`config.mk`:
```
export PLATFORM = sky130hd
export DESIGN_NAME = depth_weight_fetcher_flat
export DESIGN_NICKNAME = d
export VERILOG_FILES = /design/src/rtl/depth_weight_fetcher_pkg.sv /design/src/rtl/depth_weight_fetcher_if.sv /design/src/rtl/depth_weight_fetcher_packer.sv /design/src/rtl/depth_weight_fetcher.sv /design/src/flat_wrapper.sv
export SDC_FILE = /design/constraint.sdc
export NUM_CORES = 1
export LEC_CHECK = 0
export ABC_AREA = 1
export ABC_CLOCK_PERIOD_IN_PS = 3600
export CAP_MARGIN = 20
export CORE_MARGIN = 1.5
export CORE_UTILIZATION = 48
export CTS_CLUSTER_SIZE = 28
export DETAILED_ROUTE_END_ITERATION = 10
export GPL_TIMING_DRIVEN = 0
export PLACE_DENSITY_LB_ADDON = 0.25
export SYNTH_ARGS = -nofsm -noshare
export SYNTH_HDL_FRONTEND = slang
export SYNTH_SLANG_ARGS = --single-unit
```
`constraint.sdc`:
```
create_clock -name clk -period 3.6 [get_ports clk]
set_input_delay 0.36 -clock clk [delete_from_list [all_inputs] [get_ports clk]]
set_output_delay 0.36 -clock clk [all_outputs]
set_load 0.005 [all_outputs]
```
`src/rtl/depth_weight_fetcher_pkg.sv`:
```
// Shared constants and FSM encoding for the depthwise weight fetch path.
// Word and address widths match the depthwise weight memory.
package depth_weight_fetcher_pkg;

    localparam int BITSIZE_DEF    = 14;
    localparam int ADDR_WIDTH_DEF = 12;
    localparam int CH_WIDTH_DEF   = 10;
    localparam int TAPS_3X3       = 9;
    localparam int TAPS_5X5       = 25;
    localparam int MAX_TAPS       = TAPS_5X5;

    typedef enum logic [2:0] {
        ST_IDLE,
        ST_FETCH,
        ST_CAPT,
        ST_PRESENT,
        ST_DONE
    } fetch_state_t;

    function automatic int taps_of(input logic k5);
        return k5 ? TAPS_5X5 : TAPS_3X3;
    endfunction

endpackage

```
`src/rtl/depth_weight_fetcher_if.sv`:
```
// Weight memory read port plus packed-kernel valid/ready stream.
// master = fetcher side, slave = memory / PE-array side.
interface depth_weight_fetcher_if #(
    parameter int BITSIZE    = depth_weight_fetcher_pkg::BITSIZE_DEF,
    parameter int ADDR_WIDTH = depth_weight_fetcher_pkg::ADDR_WIDTH_DEF,
    parameter int CH_WIDTH   = depth_weight_fetcher_pkg::CH_WIDTH_DEF,
    parameter int MAX_TAPS   = depth_weight_fetcher_pkg::MAX_TAPS
);
    logic                         mem_en;
    logic                         mem_rd;
    logic [ADDR_WIDTH-1:0]        mem_index;
    logic [BITSIZE-1:0]           mem_data;
    logic                         kern_valid;
    logic                         kern_ready;
    logic [MAX_TAPS*BITSIZE-1:0]  kern_data;
    logic [CH_WIDTH-1:0]          kern_ch;

    modport master (
        output mem_en, mem_rd, mem_index,
        input  mem_data,
        output kern_valid, kern_data, kern_ch,
        input  kern_ready
    );

    modport slave (
        input  mem_en, mem_rd, mem_index,
        output mem_data,
        input  kern_valid, kern_data, kern_ch,
        output kern_ready
    );
endinterface

```
`src/rtl/depth_weight_fetcher_packer.sv`:
```
// Kernel lane register: cleared when a fetch begins, one lane written per
// captured word, otherwise held. Lane i sits at bits [i*BITSIZE +: BITSIZE].
module depth_kernel_packer #(
    parameter int BITSIZE  = depth_weight_fetcher_pkg::BITSIZE_DEF,
    parameter int MAX_TAPS = depth_weight_fetcher_pkg::MAX_TAPS,
    parameter int TAP_W    = $clog2(MAX_TAPS)
) (
    input  logic                        clk,
    input  logic                        rst,
    input  logic                        clr,
    input  logic                        wr_en,
    input  logic [TAP_W-1:0]            wr_lane,
    input  logic [BITSIZE-1:0]          wr_data,
    output logic [MAX_TAPS*BITSIZE-1:0] kern_data
);
    logic [MAX_TAPS-1:0][BITSIZE-1:0] lanes;

    always_ff @(posedge clk) begin
        if (rst || clr) begin
            lanes <= '0;
        end else if (wr_en) begin
            lanes[wr_lane] <= wr_data;
        end
    end

    assign kern_data = lanes;

endmodule

```
`src/rtl/depth_weight_fetcher.sv`:
```
// Reads one KxK depthwise kernel per channel from weight memory, packs it,
// and presents it to the PE array over valid/ready.
//   state   | meaning
//   IDLE    | waiting for start
//   FETCH   | issuing TAPS consecutive reads
//   CAPT    | capturing the last tap returned by memory
//   PRESENT | kern_valid high, waiting for kern_ready
//   DONE    | one-cycle done pulse
module depth_weight_fetcher #(
    parameter int BITSIZE    = depth_weight_fetcher_pkg::BITSIZE_DEF,
    parameter int ADDR_WIDTH = depth_weight_fetcher_pkg::ADDR_WIDTH_DEF,
    parameter int CH_WIDTH   = depth_weight_fetcher_pkg::CH_WIDTH_DEF,
    parameter int MAX_TAPS   = depth_weight_fetcher_pkg::MAX_TAPS
) (
    input  logic                  clk,
    input  logic                  rst,
    input  logic                  start,
    input  logic [ADDR_WIDTH-1:0] base_addr,
    input  logic [CH_WIDTH-1:0]   num_ch,
    input  logic                  k5,
    output logic                  busy,
    output logic                  done,
    depth_weight_fetcher_if.master bus
);
    import depth_weight_fetcher_pkg::*;

    localparam int TAP_W = $clog2(MAX_TAPS);

    fetch_state_t state, state_nxt;

    logic [TAP_W-1:0]            taps_q, tap_cnt, tap_cnt_d;
    logic [CH_WIDTH-1:0]         num_ch_q, ch_q, kern_ch_q;
    logic [CH_WIDTH:0]           ch_inc;
    logic [ADDR_WIDTH-1:0]       mem_index_q;
    logic                        mem_en_q, rd_d, kern_valid_q, busy_q, done_q;
    logic                        last_rd, accept, more_ch, fetch_begin;
    logic                        mem_en_nxt, kern_valid_nxt, busy_nxt, done_nxt;
    logic [MAX_TAPS*BITSIZE-1:0] kern_data_w;

    assign last_rd = (tap_cnt == taps_q - TAP_W'(1));
    assign accept  = kern_valid_q & bus.kern_ready;
    assign ch_inc  = {1'b0, ch_q} + (CH_WIDTH+1)'(1);
    assign more_ch = (ch_inc < {1'b0, num_ch_q});

    always_ff @(posedge clk) begin
        if (rst) begin
            state <= ST_IDLE;
        end else begin
            state <= state_nxt;
        end
    end

    always_comb begin
        state_nxt = state;
        unique case (state)
            ST_IDLE:    if (start) state_nxt = (num_ch != '0) ? ST_FETCH : ST_DONE;
            ST_FETCH:   if (last_rd) state_nxt = ST_CAPT;
            ST_CAPT:    state_nxt = ST_PRESENT;
            ST_PRESENT: if (accept) state_nxt = more_ch ? ST_FETCH : ST_DONE;
            ST_DONE:    state_nxt = ST_IDLE;
            default:    state_nxt = ST_IDLE;
        endcase
    end

    // Outputs are decoded from the next state so they register in step with it.
    always_comb begin
        mem_en_nxt     = (state_nxt == ST_FETCH);
        kern_valid_nxt = (state_nxt == ST_PRESENT);
        busy_nxt       = (state_nxt inside {ST_FETCH, ST_CAPT, ST_PRESENT});
        done_nxt       = (state_nxt == ST_DONE);
        fetch_begin    = (state_nxt == ST_FETCH) && (state != ST_FETCH);
    end

    always_ff @(posedge clk) begin
        if (rst) begin
            mem_en_q     <= 1'b0;
            kern_valid_q <= 1'b0;
            busy_q       <= 1'b0;
            done_q       <= 1'b0;
            rd_d         <= 1'b0;
            tap_cnt      <= '0;
            tap_cnt_d    <= '0;
            taps_q       <= '0;
            num_ch_q     <= '0;
            ch_q         <= '0;
            kern_ch_q    <= '0;
            mem_index_q  <= '0;
        end else begin
            mem_en_q     <= mem_en_nxt;
            kern_valid_q <= kern_valid_nxt;
            busy_q       <= busy_nxt;
            done_q       <= done_nxt;
            rd_d         <= mem_en_q;
            tap_cnt_d    <= tap_cnt;
            if (state == ST_IDLE && start) begin
                taps_q      <= TAP_W'(taps_of(k5));
                num_ch_q    <= num_ch;
                ch_q        <= '0;
                mem_index_q <= base_addr;
                tap_cnt     <= '0;
            end
            // Index keeps counting across channels; it wraps modulo 2^ADDR_WIDTH.
            if (state == ST_FETCH) begin
                mem_index_q <= mem_index_q + ADDR_WIDTH'(1);
                tap_cnt     <= last_rd ? '0 : tap_cnt + TAP_W'(1);
            end
            if (state == ST_CAPT) begin
                kern_ch_q <= ch_q;
            end
            if (state == ST_PRESENT && accept && more_ch) begin
                ch_q <= ch_inc[CH_WIDTH-1:0];
            end
        end
    end

    depth_kernel_packer #(
        .BITSIZE  (BITSIZE),
        .MAX_TAPS (MAX_TAPS),
        .TAP_W    (TAP_W)
    ) u_packer (
        .clk       (clk),
        .rst       (rst),
        .clr       (fetch_begin),
        .wr_en     (rd_d),
        .wr_lane   (tap_cnt_d),
        .wr_data   (bus.mem_data),
        .kern_data (kern_data_w)
    );

    assign bus.mem_en     = mem_en_q;
    assign bus.mem_rd     = mem_en_q;
    assign bus.mem_index  = mem_index_q;
    assign bus.kern_valid = kern_valid_q;
    assign bus.kern_data  = kern_data_w;
    assign bus.kern_ch    = kern_ch_q;
    assign busy           = busy_q;
    assign done           = done_q;

endmodule

```
`src/flat_wrapper.sv`:
```
// flat-port wrapper written by rule: the top's interface ports become plain ports
module depth_weight_fetcher_flat import depth_weight_fetcher_pkg::*;
#(
    parameter int BITSIZE    = depth_weight_fetcher_pkg::BITSIZE_DEF,
    parameter int ADDR_WIDTH = depth_weight_fetcher_pkg::ADDR_WIDTH_DEF,
    parameter int CH_WIDTH   = depth_weight_fetcher_pkg::CH_WIDTH_DEF,
    parameter int MAX_TAPS   = depth_weight_fetcher_pkg::MAX_TAPS
)
  (clk, rst, start, base_addr, num_ch, k5, busy, done, bus_mem_en, bus_mem_rd, bus_mem_index, bus_mem_data, bus_kern_valid, bus_kern_data, bus_kern_ch, bus_kern_ready);
  depth_weight_fetcher_if #(.BITSIZE(BITSIZE), .ADDR_WIDTH(ADDR_WIDTH), .CH_WIDTH(CH_WIDTH), .MAX_TAPS(MAX_TAPS)) bus_i ();
  input  logic clk;
  input  logic rst;
  input  logic start;
  input  logic [ADDR_WIDTH-1:0] base_addr;
  input  logic [CH_WIDTH-1:0] num_ch;
  input  logic k5;
  output logic busy;
  output logic done;
  output wire logic [$bits(bus_i.mem_en)-1:0] bus_mem_en;
  output wire logic [$bits(bus_i.mem_rd)-1:0] bus_mem_rd;
  output wire logic [$bits(bus_i.mem_index)-1:0] bus_mem_index;
  input wire logic [$bits(bus_i.mem_data)-1:0] bus_mem_data;
  output wire logic [$bits(bus_i.kern_valid)-1:0] bus_kern_valid;
  output wire logic [$bits(bus_i.kern_data)-1:0] bus_kern_data;
  output wire logic [$bits(bus_i.kern_ch)-1:0] bus_kern_ch;
  input wire logic [$bits(bus_i.kern_ready)-1:0] bus_kern_ready;
  assign bus_mem_en = bus_i.mem_en;
  assign bus_mem_rd = bus_i.mem_rd;
  assign bus_mem_index = bus_i.mem_index;
  assign bus_i.mem_data = bus_mem_data;
  assign bus_kern_valid = bus_i.kern_valid;
  assign bus_kern_data = bus_i.kern_data;
  assign bus_kern_ch = bus_i.kern_ch;
  assign bus_i.kern_ready = bus_kern_ready;
  depth_weight_fetcher #(.BITSIZE(BITSIZE), .ADDR_WIDTH(ADDR_WIDTH), .CH_WIDTH(CH_WIDTH), .MAX_TAPS(MAX_TAPS)) u_core (.clk(clk), .rst(rst), .start(start), .base_addr(base_addr), .num_ch(num_ch), .k5(k5), .busy(busy), .done(done), .bus(bus_i));
endmodule
```
### Word-level counts from Yosys, hierarchy flattened

Index checks and enable logic that the tools add are counted.

* output and inout port bits: 377
* bits in registers: 415

* add/sub/neg operators: 4
* bitwise logic cells: 1
* multiplexer cells: 17
* equality and inequality tests: 9
* magnitude comparators: 3
* reductions and logical operators: 11

Operator list (number)
* $bwmux 350: 1
* $demux 14 s5: 1
* $mux 12: 2
* $mux 10: 2
* $mux 5: 4
* $mux 3: 5
* $mux 14: 1
* $add 12x1->12 const B: 1
* $eq 3x2->1 const B: 4
* $pmux 3 s4: 1
* $add 10x1->11 const B: 1
* $lt 11x10->1: 1
* $reduce_bool 10->1: 1
* $eq 3x1->1 const B: 2
* $lt 5x6->1 const B: 1
* $add 5x1->5 const B: 1
* $eq 5x5->1: 1
* $ge 5x1->1 const B: 1
* $logic_and 1x1->1: 5
* $sub 5x1->5 const B: 1
* $reduce_bool 2->1: 2
* $eq 3x3->1 const B: 1
* $logic_not 3->1: 1
* $ne 3x1->1 const B: 1
* 3 further kinds: 3

### Logic depth before layout (Yosys ltp)

Gate-level depths: netlist of run 1.

* word-level depth: 8
* gate-level depth with buffers: 18

### Modules after synthesis

Synthesis of run 1 repeated with hierarchy kept, for this count alone.

* cell total of the unflattened synthesis: 2369
* area total of the unflattened synthesis: 16627.2 sq um

By module, submodules not included
* depth_kernel_packer: times used 1, cells an instance 1949, seq. area each 7006.7 sq um, area an instance 13571.8 sq um
* depth_weight_fetcher: times used 1, cells an instance 420, seq. area each 1241.2 sq um, area an instance 3055.4 sq um

### Least setup slack after synthesis of run 1

OpenSTA, ideal clock, no wires.

* path kind: flip-flop to flip-flop
* from: register u_core.ch_q[2]
* to: register u_core.u_packer.lanes, in the netlist u_core.u_packer.kern_data[71]
* path slack: 1110 ps
* arrival time: 2364 ps
* library setup time: 127 ps
* clock period less this slack: 2490 ps
* stages on the path, launching flop included: 16
* buffers on the path: 1
* cells stage by stage: dfxtp_1 > nand3_1 > nor2_1 > nand4_1 > xor2_1 > ha_1 > a21oi_1 > and2_1 > nand2_1 > inv_1 > nand3_2 > nand2_1 > nand3_2 > nand2_2 > buf_1 > nor2_1

* longest elaborated chain between the ends: 8

Ends and longest elaborated chain
* start: declaration: line depth_weight_fetcher.sv:32 `logic [CH_WIDTH-1:0] num_ch_q, ch_q, kern_ch_q;`
* start signal: assignment: line depth_weight_fetcher.sv:111 `ch_q <= ch_inc[CH_WIDTH-1:0];`
* $add 10x1->11: line depth_weight_fetcher.sv:42 `assign ch_inc = {1'b0, ch_q} + (CH_WIDTH+1)'(1);`
* $lt 11x10->1: line depth_weight_fetcher.sv:43 `assign more_ch = (ch_inc < {1'b0, num_ch_q});`
* $mux 3 (2 in a row): line depth_weight_fetcher.sv:59 `ST_PRESENT: if (accept) state_nxt = more_ch ? ST_FETCH : ST_DONE;`
* $pmux 3 s4: line depth_weight_fetcher.sv:55 `unique case (state)`
* $eq 3x1->1: line depth_weight_fetcher.sv:71 `fetch_begin = (state_nxt == ST_FETCH) && (state != ST_FETCH);`
* $logic_and 1x1->1: line depth_weight_fetcher.sv:71
* $logic_or 1x1->1: line depth_weight_fetcher_packer.sv:19 `if (rst || clr) begin`
* end signal: indexed assignment: line depth_weight_fetcher_packer.sv:22 `lanes[wr_lane] <= wr_data;`
* end: declaration: line depth_weight_fetcher_packer.sv:16 `logic [MAX_TAPS-1:0][BITSIZE-1:0] lanes;`

No other way between the ends.
A chain may end at the register's enable or synchronous reset.

### Worst setup path in the final report of run 1

* from: register u_core.ch_q[0]
* to: register u_core.u_packer.lanes, in the netlist u_core.u_packer.kern_data[72]

Same word-level chain as after synthesis.

==> results of run 1 <==
-- worst register-to-register path: cells and delay by family, from the launching register on --
kind            cells  cell delay, ns
fa+ha+maj           2            0.52
compound gates      1            0.17
xor+xnor            1            0.29
simple gates       10            1.27
flops               1            0.44
buf+inv             1            0.44
-- cell families (layout without fill, tap and decap cells) --
family / after synthesis / after routing
xor+xnor: 11 / 11
fa+ha+maj: 12 / 12
compound gates: 444 / 444
simple gates: 896 / 896
flops: 412 / 412
buf+inv: 203 / 692
-- power breakdown --
group / internal, mW / switching [mW] / leakage [nW]
clock: 2.52 / 1.78 / 0.654
sequential: 4.60 / 0.0311 / 3.32
combinational: 0.215 / 0.409 / 3.99
total: 7.33 / 2.22 / 7.97
-- stage by stage --
stage                     total power, mW   util  instance area, sq um
after floorplan                      5.08      -                 15400
after global placement               5.33  0.636                 20100
final                                9.55  0.678                 21500
after global routing                 9.82  0.678                 21500
after CTS                            9.58  0.678                 21500
after detailed placement             5.34  0.636                 20100
-- worst max path at each step --
stage                         from  cells past startpoint                            end  slack (ns)
global route        u_core.ch_q[0]                     15  u_core.u_packer.kern_data[72]        0.17
finish              u_core.ch_q[0]                     15  u_core.u_packer.kern_data[72]        0.35
CTS                 u_core.ch_q[0]                     15  u_core.u_packer.kern_data[72]        0.42
floorplan           u_core.ch_q[2]                     15  u_core.u_packer.kern_data[71]        1.11
detailed placement  u_core.ch_q[0]                     15  u_core.u_packer.kern_data[72]        0.49
global placement    u_core.ch_q[0]                     15  u_core.u_packer.kern_data[80]        0.56
-- layout make-up --
class | count | share of cell area
Timing Repair Buffer | 417 | 0.195
Clock buffer | 64 | 0.0580
Buffer | 132 | 0.0371
Tap cell | 402 | 0.0234
Inverter | 71 | 0.0124
Multi-Input combinational cell | 1363 | 0.285
Sequential cell | 412 | 0.384
Clock inverter | 8 | 0.00461
-- per-layer routing --
| metal | wire length, um | up-vias | track usage |
|---|---|---|---|
| met5 | 0 | - | 0 |
| met1 | 20300 | 7158 | 0.366 |
| met4 | 2810 | 0 | 0.163 |
| met3 | 4840 | 165 | 0.0696 |
| li1 | - | 7273 | - |
| met2 | 25800 | 783 | 0.537 |
-- flip-flops by register name, summed over array words and instances, names as in the netlist --
signal,flops
u_core.u_packer.kern_data,350
u_core.bus.mem_index,12
u_core.bus.kern_ch,10
u_core.ch_q,10
u_core.num_ch_q,10
u_core.tap_cnt,5
u_core.tap_cnt_d,5
u_core.state,3
u_core.taps_q,2
u_core.bus.kern_valid,1
u_core.bus.mem_en,1
u_core.busy,1
u_core.done,1
u_core.rd_d,1
-- cell usage in the layout (no fill, tap or decap), drive strengths merged, types with 5 or more instances in the layout --
cell / netlist / final
buf: 69 / 69
clkdlybuf4s50: 0 / 417
ha: 12 / 12
clkinv: 17 / 20
nand4: 5 / 5
nand3: 33 / 33
xor2: 7 / 7
dfxtp: 412 / 412
inv: 54 / 55
o21ai: 51 / 51
a21oi: 377 / 377
nor3: 16 / 16
clkbuf: 63 / 127
nor2: 727 / 727
nand2: 110 / 110
==> results.md, run 1 <==
- CP Launch Type: flop
- Hold Fails Final Rpt: 0
- Count of cells resized by post-cts repair: 0
- CP delay by family, top: simple AND/OR/NAND/NOR gates
- Dominant synthesized flop cell: dfxtp_1
- Main area contributors after synthesis: dfxtp_1 53%, nor2_1 18%, a21oi_1 12%
- Max Fclk: 0.307 GHz
- Fin Setup TNS: 0 ns
- Fill count: 2564
- IO Port Bufs: 417
- Via density: 5.36
- Status: finished, final reports clean
- Largest family of logic cells by synthesized area: simple AND/OR/NAND/NOR gates
- Worst Setup End Kind: flop
- H-tree Lvls: 2
- Synth top area share: 0.534
- Synth warn: 0
- Drt first pass iters: 5
- Die width: 182 um
- Layout cells sized above 1: 0.0701
- Largest net degree at the start of global routing: 15
- Core outline area: 31600 sq um
- Initial core utilization: 0.488
- Via count: 15379
- Max-slew headroom: 0.316
- Area grow syn2layout: 39.0%
- Tcrit/Tclk final: 0.903
- CTS tree: done
- Mux share of post-synthesis cell area: 0
- Top cells by count, synth: 726 x nor2_1, 412 x dfxtp_1, 376 x a21oi_1, 87 x nand2_1, 63 x clkbuf_1
- Number of global-route vias before repair: 14306
- Total track usage: 0.313
- Grt ovf: 0
- Worst Hold Path EP: u_core.bus.mem_index[1]
- Drc violations: 0
- Syn Nets: 2031
- Worst EP required: 4.00 ns
- Worst Skew: 0.0190 ns
- Final worst slack: 0.348 ns
- Post-route ant nets: 0
- Maxcap violations: 0
- Slowest cell on crit path: dfxtp_1
- IO Pins: 418
- Cell taking the most area after synthesis: dfxtp_1
- Crit path cell chain: ha_1 > nand3_1 > nor2_2 > xor2_1 > ha_1 > a21o_1 > nor2_1 > nand2_1 > nand2_1 > nand3_2 > nand2_1 > nand3_2 > nand2_2 > buf_1 > nor2_1
- Top-count cell post-synth: nor2_1
- WHS: 0.404 ns
- #FFs+latches synth: 412
- Initial antenna violation count: 0
- Worst r2r src: u_core.ch_q[0]
- Syn Inst Count: 1978
- Placed Cells: 2797
- Worst hold path class: input port to flop
- Number of antenna diodes: 0
- Post-CTS Hold Buffers: 0
- Place WS: 0.486 ns
- Die area: 33200 sq um
- Worst path bufs/invs: 1
- Post-Route WL: 53800 um
- R2R Setup Slk: 0.35 ns
- Synth Area in Adders: 0.00973
- Post-route insts no fill: 2869
- CTS Buffer Depth: 3
- Worst skew pair latency: 0.54 ns
- Critical Path Fanout Max: 10
- R2R Path End: u_core.u_packer.kern_data[72]
- Sequential share of the synthesized area: 0.534
- CP peak stage delay: 0.44 ns
- Area taken by multi-input logic gates: 6120 sq um
- Post-synthesis compound-gate area fraction: 0.147
- FF+latch area: 8250 sq um
- Synthesized area per cell: 7.80 sq um
- # rows: 65
- Wire per inst: 18.7 um
- RePlAce Congestion: 0.908
- VDD IR-drop max: 0.302 mV
- Sink Count: 412
- Distinct cell type count after synthesis: 39
- Worst Tran Pin Value: 1.02 ns
- Slew Limit Fails: 0
- Final Setup Violations: 0
- LEAKAGE: 7.97 nW
- DRT iter0 DRCs: 1144
- Die H: 182 um
- Simple-gate area share of the yosys netlist: 0.234
- Setup CP Type: flop to flop
- Post-CTS Setup Bufs: 0
- CP dominant cell by count: nand2_1
- Worst Min Path Start: base_addr[1]
- CTS root buf: clkbuf_16
- Share of synthesized registers carrying an async set or reset: 0
- Data arrival, critical path: 3.66 ns
- Synth Area in XOR/XNOR: 0.00624
- Post-synth EDFFs: 0
- RSZ-0062 raised after global routing: no
- Worst Hold Depth: 3
- Total CTS buffers: 42
- First-pass GRT wire length: 80300 um
- Reg clk slew, reported paths: 0.06 ns
- Cell area after synthesis: 15400 sq um
- Nets: 2492
- Post-DP HPWL: 38600 um
- PwrDens: 445 nW/um^2
- R2R depth: 15
- Tmin final: 3.25 ns
No activity file was read; power rests on OpenSTA's default activity.
==> run 2: changes to the inputs <==
--- a/config.mk
+++ b/config.mk
@@ -7,7 +7,6 @@
 export LEC_CHECK = 0
 export ABC_AREA = 1
 export ABC_CLOCK_PERIOD_IN_PS = 3600
-export CAP_MARGIN = 20
 export CORE_MARGIN = 1.5
 export CORE_UTILIZATION = 48
 export CTS_CLUSTER_SIZE = 28
==> results of run 2 <==
Final layout, timing and power as in run 1 (identical DEF).
==> run 3: changes to the inputs <==
--- a/config.mk
+++ b/config.mk
@@ -11,6 +11,7 @@
 export CORE_UTILIZATION = 48
 export CTS_CLUSTER_SIZE = 28
 export DETAILED_ROUTE_END_ITERATION = 10
+export GPL_ROUTABILITY_DRIVEN = 0
 export GPL_TIMING_DRIVEN = 0
 export PLACE_DENSITY_LB_ADDON = 0.25
 export SYNTH_ARGS = -nofsm -noshare
==> run 3 against run 2 <==
Net effect: maximum frequency fell by 0.19%; sequential power is essentially flat; combinational power about the same; clock power up 3%; utilization is 0.23 points higher; worst hold slack improved by 0.013 ns; global-route usage hardly changed; final cell count is 0.21% higher; sequential cell count did not move; total power up 1.3%; final area increased by 0.33%; non-clock buffer count unchanged; critical endpoint unchanged.
==> results.md, run 3 (synthesis gave the netlist of run 1 again) <==
- IO Pins: 418 (unchanged)
- Via density: 5.35 (was 5.36)
- Data arrival, critical path: 3.66 ns (about the same)
- Final worst slack: 0.341 ns (was 0.348 ns)
- Largest net degree at the start of global routing: 14 (was 15)
- CTS tree: done (unchanged)
- CP peak stage delay: 0.46 ns (was 0.44 ns)
- Finished Cell Area: 21500 sq um (about the same)
- Final Setup Violations: 0 (unchanged)
- Post-Route WL: 53600 um (was 53800 um)
- Number of global-route vias before repair: 14342 (was 14306)
- Grt ovf: 0 (unchanged)
- PwrDens: 450 nW/um^2 (was 445 nW/um^2)
- Via count: 15395 (was 15379)
- Layout cells sized above 1: 0.0724 (was 0.0701)
- Drc violations: 0 (unchanged)
- Largest register FFs: 350 (unchanged)
- Worst Skew: 0.0129 ns (was 0.0190 ns)
- Initial core utilization: 0.488 (unchanged)
- H-tree Lvls: 2 (unchanged)
- Fill count: 2600 (was 2564)
- Worst hold path class: input port to flop (unchanged)
- Clk pwr share: 0.458 (was 0.450)
- Overall power: 9.68 mW (was 9.55 mW)
- Worst skew pair latency: 0.53 ns (was 0.54 ns)
- # rows: 65 (unchanged)
- CP Launch Type: flop (unchanged)
- VDD IR-drop max: 0.331 mV (was 0.302 mV)
- Slew Limit Fails: 0 (unchanged)
- Fin Setup TNS: 0 ns (unchanged)
- Worst Setup End Kind: flop (unchanged)
- Hold Fails Final Rpt: 0 (unchanged)
- Worst Tran Pin Value: 1.01 ns (was 1.02 ns)
- Combinational share of power: 0.064 (was 0.065)
- Switching Fraction: 0.233 (about the same)
- Wire per inst: 18.7 um (about the same)
- Area grow syn2layout: 39.5% (was 39.0%)
- Status: finished, final reports clean (unchanged)
- Int Pwr: 7.43 mW (was 7.33 mW)
- Core outline area: 31600 sq um (unchanged)
- Post-route ant nets: 0 (unchanged)
- Die area: 33200 sq um (unchanged)
- CTS Buffer Depth: 3 (unchanged)
- Initial antenna violation count: 0 (unchanged)
- Placed cell areas: 20100 sq um (unchanged)
- Setup CP Type: flop to flop (unchanged)
- Sink Count: 412 (unchanged)
- IO Port Bufs: 417 (unchanged)
- Max Fclk: 0.307 GHz (about the same)
- Worst EP required: 4.00 ns (about the same)
- Nets: 2493 (was 2492)
- LEAKAGE: 8.02 nW (was 7.97 nW)
- Sequential share of power: 0.478 (was 0.484)
- Post-CTS Hold Buffers: 0 (unchanged)
- Post-DP HPWL: 38400 um (was 38600 um)
- Die H: 182 um (unchanged)
- Slowest cell on crit path: dfxtp_1 (unchanged)
- P_sw: 2.26 mW (was 2.22 mW)
- Max-slew headroom: 0.323 (was 0.316)
- First-pass GRT wire length: 80800 um (was 80300 um)
- Tcrit/Tclk final: 0.905 (was 0.903)
- Place WS: 0.506 ns (was 0.486 ns)
- Die width: 182 um (unchanged)
- Commonest cells after routing, fill and taps aside: 726 x nor2_1, 417 x clkdlybuf4s50_1, 412 x dfxtp_1, 376 x a21oi_1, 87 x nand2_1 (unchanged)
- Crit path cell chain: nand3_1 > nor2_1 > nand4_1 > xor2_1 > ha_1 > a21oi_1 > and2_1 > nand2_1 > inv_1 > nand3_2 > nand2_1 > nand3_2 > nand2_2 > buf_1 > nor2_1 (was ha_1 > nand3_1 > nor2_2 > xor2_1 > ha_1 > a21o_1 > nor2_1 > nand2_1 > nand2_1 > nand3_2 > nand2_1 > nand3_2 > nand2_2 > buf_1 > nor2_1)
- Critical Path Fanout Max: 10 (unchanged)
- DRT iter0 DRCs: 1155 (was 1144)
- Commonest non-fill, non-tap cell in the layout: nor2_1 (unchanged)
- Area taken by multi-input logic gates: 6120 sq um (unchanged)
- CTS root buf: clkbuf_16 (unchanged)
- Reg clk slew, reported paths: 0.06 ns (about the same)
- Number of antenna diodes: 0 (unchanged)
- Count of cells resized by post-cts repair: 0 (unchanged)
- Drt first pass iters: 5 (unchanged)
- Placed Cells: 2797 (unchanged)
- Maxcap violations: 0 (unchanged)
- Post-route insts no fill: 2875 (was 2869)
- Tmin final: 3.26 ns (was 3.25 ns)
- Total track usage: 0.313 (about the same)
- Post-CTS Setup Bufs: 0 (unchanged)
- Total CTS buffers: 43 (was 42)
- RSZ-0062 raised after global routing: no (unchanged)
- FF+latch area: 8250 sq um (unchanged)
-- run 3: changes by cell type in the layout (fill, tap and decap cells not counted) --
cell / before / now
inv_6: 1 / 0
clkinv_2: 3 / 6
inv_8: 0 / 1
clkbuf_16: 43 / 45
clkinvlp_4: 2 / 1
clkbuf_8: 9 / 12
bufinv_16: 2 / 1
-- run 3: worst paths after layout --
check | startpoint | slack, ns | depth (start not counted) | to
worst min register to register | u_core.num_ch_q[7] | 0.46 | 2 | u_core.num_ch_q[7]
worst max-delay path | u_core.ch_q[0] | 0.34 | 15 | u_core.u_packer.kern_data[72]
worst max register to register | u_core.ch_q[0] | 0.34 | 15 | u_core.u_packer.kern_data[72]
worst min-delay path | base_addr[1] | 0.42 | 3 | u_core.bus.mem_index[1]
-- run 3: metrics by stage --
step           hold WS [ns]  utilization
2_1_floorplan         0.433            -
3_3_place_gp          0.445        0.636
3_5_place_dp          0.453        0.636
4_1_cts               0.399        0.680
5_1_grt               0.431        0.680
6_report              0.417        0.680
-- run 3: per-layer routing --
layer  GRT usage  part of all wire  up-vias
met5           0                 0        -
met4       0.165             0.056        0
met3      0.0613             0.087      178
met2       0.538              0.48      808
met1       0.371              0.38     7119
li1            -                 -     7290
-- run 3: power by group through the flow --
stage          Combinational, mW  Clock, mW  Sequential (mW)
2_1_floorplan              0.353          0             4.72
3_3_place_gp               0.605          0             4.73
4_1_cts                    0.616       4.45             4.63
3_5_place_dp               0.612          0             4.73
6_report                   0.622       4.43             4.63
5_1_grt                    0.666       4.67             4.63
-- run 3: worst max-delay path, delay by kind of cell (launching register included) --
family	cells	cell delay [ns]
xor gates and xnor gates	1	0.24
buffers and inverters	2	0.49
adders and majority gates	1	0.30
DFF	1	0.46
and+or+nand+nor	10	1.47
AOI/OAI and AO/OA	1	0.17
-- run 3: cell type report --
| type | instances | share of cell area |
|---|---|---|
| Multi-Input combinational cell | 1363 | 0.284 |
| Tap cell | 402 | 0.0234 |
| Timing Repair Buffer | 417 | 0.194 |
| Clock buffer | 69 | 0.0621 |
| Buffer | 132 | 0.0370 |
| Inverter | 71 | 0.0124 |
| Sequential cell | 412 | 0.383 |
| Clock inverter | 9 | 0.00366 |
